File: config.mk
export PLATFORM = sky130hd
export DESIGN_NAME = display7_scan_flat
export DESIGN_NICKNAME = d
export VERILOG_FILES = /design/src/rtl/display7_pkg.sv /design/src/rtl/display7_if.sv /design/src/rtl/seg7_hex_decode.sv /design/src/rtl/display7_scan.sv /design/src/flat_wrapper.sv
export SDC_FILE = /design/constraint.sdc
export NUM_CORES = 1
export LEC_CHECK = 0
export BUFFER_PORTS_ARGS = -buffer_cell sky130_fd_sc_hd__buf_2
export CAP_MARGIN = 20
export CORE_ASPECT_RATIO = 1.4
export CORE_MARGIN = 3
export CORE_UTILIZATION = 45
export CTS_CLUSTER_SIZE = 28
export DETAILED_ROUTE_END_ITERATION = 7
export PLACE_DENSITY = 0.75
export REMOVE_ABC_BUFFERS = 1
export SETUP_SLACK_MARGIN = 0.1
export SKIP_CTS_REPAIR_TIMING = 1
export SLEW_MARGIN = 15
export SYNTH_ARGS = -nofsm -noshare
export SYNTH_HDL_FRONTEND = slang
export SYNTH_SLANG_ARGS = --single-unit
File: constraint.sdc
create_clock -name clk -period 2.3 [get_ports clk]
set_input_delay 0.345 -clock clk [delete_from_list [all_inputs] [get_ports clk]]
set_output_delay 0.345 -clock clk [all_outputs]
set_load 0.03 [all_outputs]
File: src/rtl/display7_pkg.sv
// Shared constants for the display7 scan driver: the segment-off pattern,
// the hex decode table and the parameter range checks.
package display7_pkg;

  // All segments dark (the pins are active-low).
  localparam logic [6:0] SEG_OFF = 7'h7F;

  // Active-high segment patterns {g,f,e,d,c,b,a}, indexed by hex nibble.
  localparam logic [6:0] HEX_SEG [16] = '{
    7'h3F, 7'h06, 7'h5B, 7'h4F, 7'h66, 7'h6D, 7'h7D, 7'h07,
    7'h7F, 7'h6F, 7'h77, 7'h7C, 7'h39, 7'h5E, 7'h79, 7'h71
  };

  // Legal digit count range.
  localparam int N_DIGITS_MIN = 1;
  localparam int N_DIGITS_MAX = 8;

  // True when the scan parameters describe a usable display.
  function automatic bit params_ok(int n_digits, int scan_div, int blank_cyc);
    return (n_digits >= N_DIGITS_MIN) && (n_digits <= N_DIGITS_MAX) &&
           (blank_cyc >= 0) && (scan_div > blank_cyc);
  endfunction

endpackage

File: src/rtl/display7_if.sv
// Data/load inputs and pin outputs of the display7 scan driver.
// master = the side producing value/digit_en/load, slave = the driver.
interface display7_if #(
  parameter int N_DIGITS = 4
);
  logic [4*N_DIGITS-1:0] value;
  logic [N_DIGITS-1:0]   digit_en;
  logic                  load;
  logic [6:0]            seg;
  logic [N_DIGITS-1:0]   an;
  logic                  frame_tick;

  modport master (output value, digit_en, load, input seg, an, frame_tick);
  modport slave  (input value, digit_en, load, output seg, an, frame_tick);
endinterface

File: src/rtl/seg7_hex_decode.sv
// Combinational hex nibble to active-low 7-segment pattern.
module seg7_hex_decode
  import display7_pkg::*;
(
  input  logic [3:0] nibble,
  output logic [6:0] seg
);

  assign seg = ~HEX_SEG[nibble];

endmodule

File: src/rtl/display7_scan.sv
// Time-multiplexed driver for N common-anode 7-segment digits.
// New data is staged in a pending register and copied to the displayed
// (active) register only at the frame wrap, so a frame never tears.
// Optional feature macro: DISPLAY7_LZB_EN (leading-zero blanking).
module display7_scan
  import display7_pkg::*;
#(
  parameter int N_DIGITS  = 4,
  parameter int SCAN_DIV  = 27000,
  parameter int BLANK_CYC = 16
) (
  input  logic       clk,
  input  logic       rst_n,
  display7_if.slave  bus
);

  localparam int DIV_W = (SCAN_DIV > 1) ? $clog2(SCAN_DIV) : 1;
  localparam int IDX_W = (N_DIGITS > 1) ? $clog2(N_DIGITS) : 1;
  localparam logic [DIV_W-1:0] DIV_LAST  = DIV_W'(SCAN_DIV - 1);
  localparam logic [IDX_W-1:0] IDX_LAST  = IDX_W'(N_DIGITS - 1);
  localparam logic [DIV_W-1:0] BLANK_END = DIV_W'(BLANK_CYC);
  localparam bit CFG_OK = params_ok(N_DIGITS, SCAN_DIV, BLANK_CYC);

  if (!CFG_OK) begin : g_bad_cfg
    $error("display7_scan: need 1<=N_DIGITS<=8 and SCAN_DIV>BLANK_CYC");
  end

  logic [DIV_W-1:0]      div_reg;
  logic [IDX_W-1:0]      idx_reg;
  logic [4*N_DIGITS-1:0] pend_value_reg, act_value_reg;
  logic [N_DIGITS-1:0]   pend_en_reg, act_en_reg;
  logic [6:0]            seg_reg;
  logic [N_DIGITS-1:0]   an_reg;
  logic                  tick_reg;

  logic                  slot_end, boundary, lit, digit_shown;
  logic [4*N_DIGITS-1:0] value_next;
  logic [N_DIGITS-1:0]   en_next, an_next;
  logic [N_DIGITS-1:0][3:0] act_nibbles;
  logic [3:0]            nibble;
  logic [6:0]            dec_seg, seg_next;

  assign slot_end = (div_reg == DIV_LAST);
  assign boundary = slot_end && (idx_reg == IDX_LAST);
  assign lit      = (div_reg >= BLANK_END);

  // A load on any cycle wins over the held pending data; on the boundary
  // this same value goes straight into the active register.
  assign value_next = bus.load ? bus.value    : pend_value_reg;
  assign en_next    = bus.load ? bus.digit_en : pend_en_reg;

  assign act_nibbles = act_value_reg;
  assign nibble      = act_nibbles[idx_reg];

  seg7_hex_decode u_dec (
    .nibble (nibble),
    .seg    (dec_seg)
  );

`ifdef DISPLAY7_LZB_EN
  logic [N_DIGITS-1:0] lzb_next, lzb_mask_reg;

  // Digit k stays visible if it or any higher nibble is nonzero; digit 0 always.
  for (genvar gi = 0; gi < N_DIGITS; gi++) begin : g_lzb
    if (gi == 0) begin : g_d0
      assign lzb_next[gi] = 1'b1;
    end else begin : g_dk
      assign lzb_next[gi] = |value_next[4*N_DIGITS-1:4*gi];
    end
  end

  // Blanking mask follows the active register, updated at the same wrap.
  always_ff @(posedge clk or negedge rst_n) begin
    if (!rst_n) begin
      lzb_mask_reg <= N_DIGITS'(1);
    end else if (boundary) begin
      lzb_mask_reg <= lzb_next;
    end
  end

  assign digit_shown = act_en_reg[idx_reg] & lzb_mask_reg[idx_reg];
`else
  assign digit_shown = act_en_reg[idx_reg];
`endif

  assign seg_next = (lit && digit_shown) ? dec_seg : SEG_OFF;

  // Only the current digit's anode goes low, and only outside the blank window.
  for (genvar gi = 0; gi < N_DIGITS; gi++) begin : g_an
    assign an_next[gi] = !(lit && (idx_reg == IDX_W'(gi)));
  end

  // Slot divider and digit index; the index advances at each slot end.
  always_ff @(posedge clk or negedge rst_n) begin
    if (!rst_n) begin
      div_reg <= '0;
      idx_reg <= '0;
    end else if (slot_end) begin
      div_reg <= '0;
      idx_reg <= (idx_reg == IDX_LAST) ? '0 : idx_reg + 1'b1;
    end else begin
      div_reg <= div_reg + 1'b1;
    end
  end

  // Pending captures every load; active takes pending (or the bypassed load) at the wrap.
  always_ff @(posedge clk or negedge rst_n) begin
    if (!rst_n) begin
      pend_value_reg <= '0;
      pend_en_reg    <= '0;
      act_value_reg  <= '0;
      act_en_reg     <= '0;
    end else begin
      pend_value_reg <= value_next;
      pend_en_reg    <= en_next;
      if (boundary) begin
        act_value_reg <= value_next;
        act_en_reg    <= en_next;
      end
    end
  end

  // Registered pin drivers and frame pulse.
  always_ff @(posedge clk or negedge rst_n) begin
    if (!rst_n) begin
      seg_reg  <= SEG_OFF;
      an_reg   <= '1;
      tick_reg <= 1'b0;
    end else begin
      seg_reg  <= seg_next;
      an_reg   <= an_next;
      tick_reg <= boundary;
    end
  end

  assign bus.seg        = seg_reg;
  assign bus.an         = an_reg;
  assign bus.frame_tick = tick_reg;

endmodule
File: src/flat_wrapper.sv
// flat-port wrapper written by rule: the top's interface ports become plain ports
module display7_scan_flat import display7_pkg::*;
#(
  parameter int N_DIGITS  = 4,
  parameter int SCAN_DIV  = 27000,
  parameter int BLANK_CYC = 16
)
  (clk, rst_n, bus_value, bus_digit_en, bus_load, bus_seg, bus_an, bus_frame_tick);
  display7_if #(.N_DIGITS(N_DIGITS)) bus_i ();
  input  logic clk;
  input  logic rst_n;
  input wire logic [$bits(bus_i.value)-1:0] bus_value;
  input wire logic [$bits(bus_i.digit_en)-1:0] bus_digit_en;
  input wire logic [$bits(bus_i.load)-1:0] bus_load;
  output wire logic [$bits(bus_i.seg)-1:0] bus_seg;
  output wire logic [$bits(bus_i.an)-1:0] bus_an;
  output wire logic [$bits(bus_i.frame_tick)-1:0] bus_frame_tick;
  assign bus_i.value = bus_value;
  assign bus_i.digit_en = bus_digit_en;
  assign bus_i.load = bus_load;
  assign bus_seg = bus_i.seg;
  assign bus_an = bus_i.an;
  assign bus_frame_tick = bus_i.frame_tick;
  display7_scan #(.N_DIGITS(N_DIGITS), .SCAN_DIV(SCAN_DIV), .BLANK_CYC(BLANK_CYC)) u_core (.clk(clk), .rst_n(rst_n), .bus(bus_i));
endmodule
-- Word-level counts from Yosys, hierarchy flattened
Memories as Yosys holds them, arrays and structs flattened.
Index checks and enable logic that the tools add are counted.
- register bits: 69
- memory bits (read-only): 112
- input port bits: 23
- output and inout bits: 12
- memories kept: 1
- memory list (memory ; depth ; width ; rd ports ; clocked after memory_dff ; write ports ; line ; source):
    (no name shown) ; 16 ; 7 ; 1 ; 0 ; 0 ; seg7_hex_decode.sv:9 ; assign seg = ~HEX_SEG[nibble];
- $add $sub $neg: 2
- order comparisons: 3
- eq/ne operators: 4
- muxes and demuxes: 11
- bitwise logic cells: 2
- reductions and logical operators: 11
- operator list (cell ; number):
    two-way mux 7 bit ; 3
    two-way mux 16 bit ; 1
    adder 15 x 1 -> 15 bit (second input constant) ; 1
    == test 15 bit (second input constant) ; 1
    >= comparator 15 x 5 -> 1 bit (second input constant) ; 1
    two-way mux 15 bit ; 1
    binary-select mux 4 bit (select 2 bit) ; 1
    two-way mux 4 bit ; 2
    NOT 7 bit ; 1
    logical AND 1 bit ; 6
    >= comparator 5 bit (second input constant) ; 1
    NOT 4 -> 5 bit ; 1
    == test 2 bit (second input constant) ; 2
    logical NOT 1 bit ; 4
    < comparator 2 x 3 -> 1 bit (second input constant) ; 1
    adder 2 x 1 -> 2 bit (second input constant) ; 1
    binary-select mux 1 bit (select 2 bit) ; 1
    == test 2 x 1 -> 1 bit (second input constant) ; 1
    logical NOT 2 bit ; 1
    two-way mux 2 bit ; 1
    two-way mux 1 bit ; 1

-- Logic depth before layout (Yosys ltp)
- word-level depth: 8
- depth in mapped cells: 7
- gate-level depth less buffers: 6

-- Modules after synthesis
A second synthesis with hierarchy kept.
- cells, all modules: 237
- area, all modules: 3149.3 µm²
- by module, submodules not included (module ; times used ; cells an instance ; area an instance (µm²)):
    display7_scan ; 1 ; 206 ; 2896.5
    seg7_hex_decode ; 1 ; 31 ; 252.7

-- Least setup slack after synthesis
Ideal clock, no wire load.
- path type: register to register
- start: reg u_core.div_reg[10]
- end: reg u_core.act_value_reg[15], in the netlist u_core.act_nibbles[15]
- library setup time: 0.127 ns
- arrival time: 1.837 ns
- required time: 2.173 ns
- slack: 0.335 ns
- cell stages (with the launch flop): 6
- path buffers: 1
- period minus slack after synthesis: 1.965 ns
- cells stage by stage: dfrtp_1 -> or4_4 -> nor4_4 -> nand2_1 -> buf_6 -> mux2_1
- word-level cells in the longest chain between the ends: 2
- RTL lines (what ; line ; source):
    start, declared ; display7_scan.sv:28 ; logic [DIV_W-1:0] div_reg;
    start signal, assigned ; display7_scan.sv:102 ; div_reg <= div_reg + 1'b1;
    == test 15 bit ; display7_scan.sv:43 ; assign slot_end = (div_reg == DIV_LAST);
    logical AND 1 bit ; display7_scan.sv:44 ; assign boundary = slot_end && (idx_reg == IDX_LAST);
    end signal, assigned ; display7_scan.sv:117 ; act_value_reg <= value_next;
    end, declared ; display7_scan.sv:30 ; logic [4*N_DIGITS-1:0] pend_value_reg, act_value_reg;
No other way between the ends.
A chain may end at the register's enable or synchronous reset.

-- Final worst setup path
- start: reg u_core.div_reg[10]
- end: reg u_core.idx_reg[0]
- word-level cells in the longest chain between the ends: 1
- RTL lines (what ; line ; source):
    == test 15 bit ; display7_scan.sv:43 ;
    end signal, assigned ; display7_scan.sv:100 ; idx_reg <= (idx_reg == IDX_LAST) ? '0 : idx_reg + 1'b1;
    end, declared ; display7_scan.sv:29 ; logic [IDX_W-1:0] idx_reg;
No other way between the ends.

==> impl_metrics.ini <==
[synth]
synth_ff_type = dfrtp_1
syn_inst = 238
netlist_area_um2 = 3150
synth-seq-cells = 69
yosysWarningCount = 0
synth.distinct_cells = 37
async_flop_share_pct = 100
seq_area_frac_synth_pct = 55.3
synth-edff-count = 0
avgSynthCellArea_um2 = 13.2

[timing]
hold_viol_final = 0
fin_skew_ns = 0.00880
rsz0062_at_grt = false
finalCritPeriodShare_pct = 89.5
relSlewSlack_pct = 70.6
tightestPinTransition_ns = 0.441
fmax_ghz = 0.486
slew_violations = 0
tns_ns = 0
hold_ws_ns = 0.236
period_needed_ns = 2.06
setup_viol = 0

[global_route]
grt_pass1_vias = 2070
grt_pass1_wl_mm = 9.30
antenna_found_initial = 0
overflow = 0
grt_max_degree = 62
grt.total_usage_pct = 14.7

[die]
die_area_um2 = 8050
pin_count = 35
num_rows = 35
die_h_um = 105
core-area_um2 = 6700
initial_core_util_pct = 47.0
die_w_um = 76.7

[setup_path]
cp_cell_sequence = or4_4, or4_4, or3_1, o21ai_2
r2r-start = u_core.div_reg[10]
crit_path_frequent_cell = or4_4
slowest_stage = or4_4
crit_required_ns = 2.58
crit_family = simple AND/OR/NAND/NOR gates
end_kind = register
path_buf_inv = 0
cp-startpoint = u_core.div_reg[10]
cp-start-kind = register
arrival_ns = 2.34
cp_max_fo = 6
critPathMaxStageDelay_ns = 0.58
crit_type = reg2reg

[min_path]
hold_class = in2reg
min_from = bus_value[1]

[clock_tree]
clk_latency_ns = 0.35
cts_buffer_depth = 2
numCtsBuffers = 9
cts-htree-levels = 3
cts-root-buf = clkbuf_8
tritoncts = built
cts.clk_slew.worst_paths_ns = 0.08
clock-sinks = 69

[route]
via_count = 1938
drt_pass1_iterations = 4
drtIter0Drc = 57
wire_per_inst_um = 14.1
final_antenna_net_count = 0
wirelength_mm = 5.35
viasPerCell = 5.13
drc = 0

[power_and_ir_drop]
power.density_nw_per_um2 = 649
swShare_pct = 25.1
p_int_mw = 1.76
switchingPower_uw = 591
max-vdd-ir-drop_uv = 289
clock_power_share_pct = 36.5
comb_power_share_pct = 8.3
seqPwrFrac_pct = 55.2
leakage_nw = 1.64

[final_layout]
diodes = 0
nNetsFinal = 316
area_growth_pct = 15.2
drive_gt1_share_pct = 41.6
final_area_um2 = 3630
final_cells = 378

[placed_design]
place_inst = 361
hpwl_mm = 3.82
placedInstanceArea_um2 = 3440
io_buffers = 34
place_congestion = 0.840

[flow_run]
cap_violations = 0

[status]
outcome = finished, final reports clean
[stage by stage]
stage / worst slack, ns / power, mW / utilization, %
2_1_floorplan: -0.240 / 1.43 / -
3_3_place_gp: 0.315 / 1.51 / 51.3
3_5_place_dp: 0.275 / 1.52 / 51.3
4_1_cts: 0.237 / 2.39 / 54.0
5_1_grt: 0.174 / 2.47 / 54.1
6_report: 0.241 / 2.35 / 54.1
[power by group through the flow]
stage               Clock [mW]  Sequential [mW]  Combinational (mW)
floorplan                    0             1.33               0.102
global placement             0             1.32               0.192
detailed placement           0             1.32               0.197
CTS                      0.889             1.30               0.198
global route             0.947             1.31               0.219
finish                   0.860             1.30               0.195
[logic make-up after synthesis]
kind of cell,Yosys count,share of synthesized area (%)
flip-flops,69,55.3
AO/OA/AOI/OAI,14,2.78
adder cells (fa/ha/maj),12,4.77
XOR/XNOR,15,4.18
AND/OR/NAND/NOR,63,11.1
multiplexers,48,19.3
buffers and inverters,17,2.54
[routing by layer]
| metal | track usage (%) | up-vias | share of wire (%) |
|---|---|---|---|
| li1 | - | 918 | - |
| met1 | 15.9 | 974 | 40 |
| met2 | 25.5 | 35 | 54 |
| met3 | 5.09 | 11 | 4.1 |
| met4 | 7.12 | 0 | 2.0 |
| met5 | 0 | - | 0 |
[placed cells by master (no fill, tap or decap), types with 4 or more instances in the layout]
| cell type | Yosys | final |
|---|---|---|
| buf_4 | 0 | 5 |
| or3_1 | 4 | 4 |
| nor2_1 | 10 | 10 |
| ha_1 | 12 | 12 |
| mux2_2 | 40 | 40 |
| dfrtp_1 | 58 | 58 |
| o21ai_0 | 5 | 5 |
| clkbuf_8 | 0 | 9 |
| nand2_1 | 14 | 14 |
| mux4_2 | 6 | 6 |
| xor2_1 | 9 | 9 |
| clkinvlp_4 | 0 | 4 |
| xnor2_1 | 6 | 6 |
| dfstp_2 | 11 | 11 |
| nand3_1 | 9 | 9 |
| buf_2 | 1 | 34 |
| inv_1 | 8 | 8 |
[synth_stat cells (all sizes together) (2+ instances only)]
cell    instances  area share [%]
a21oi           3            0.48
and2            3            0.60
and3            3            0.60
buf             3            0.87
clkbuf          6            0.72
dfrtp          58              46
dfstp          11             9.2
ha             12             4.8
inv             8            0.95
mux2           41              15
mux4            6             4.3
nand2          14             1.7
nand3           9             1.4
nand3b          2            0.48
nand4           3            0.60
nor2           10             1.2
nor3            3            0.48
nor3b           2            0.48
nor4            4             1.3
o211ai          2            0.48
o21ai           6             1.1
or2             2            0.40
or3             4            0.80
or4             3            0.95
xnor2           6             1.7
xor2            9             2.5
[final cells by class]
type / instances / area (µm²)
repair buffers: 41 / 238
fillers: 581 / 3070
clock buffers: 9 / 124
flip-flops and latches: 69 / 1740
inverters: 8 / 30.0
well taps: 92 / 115
clock inverters: 7 / 52.6
multi-input cells: 152 / 1330
[worst paths after layout]
kind                                        endpoint  slack, ns  depth (start not counted)
min in group asynchronous  u_core.pend_value_reg[15]       0.39                          2
hold / removal              u_core.pend_value_reg[1]       0.24                          2
max in group asynchronous           u_core.bus.an[3]       1.29                          3
setup reg to reg                   u_core.idx_reg[0]       0.24                          4
setup / recovery                   u_core.idx_reg[0]       0.24                          4
hold reg to reg             u_core.pend_value_reg[1]       0.50                          1
(Power assumes the default switching activity.)
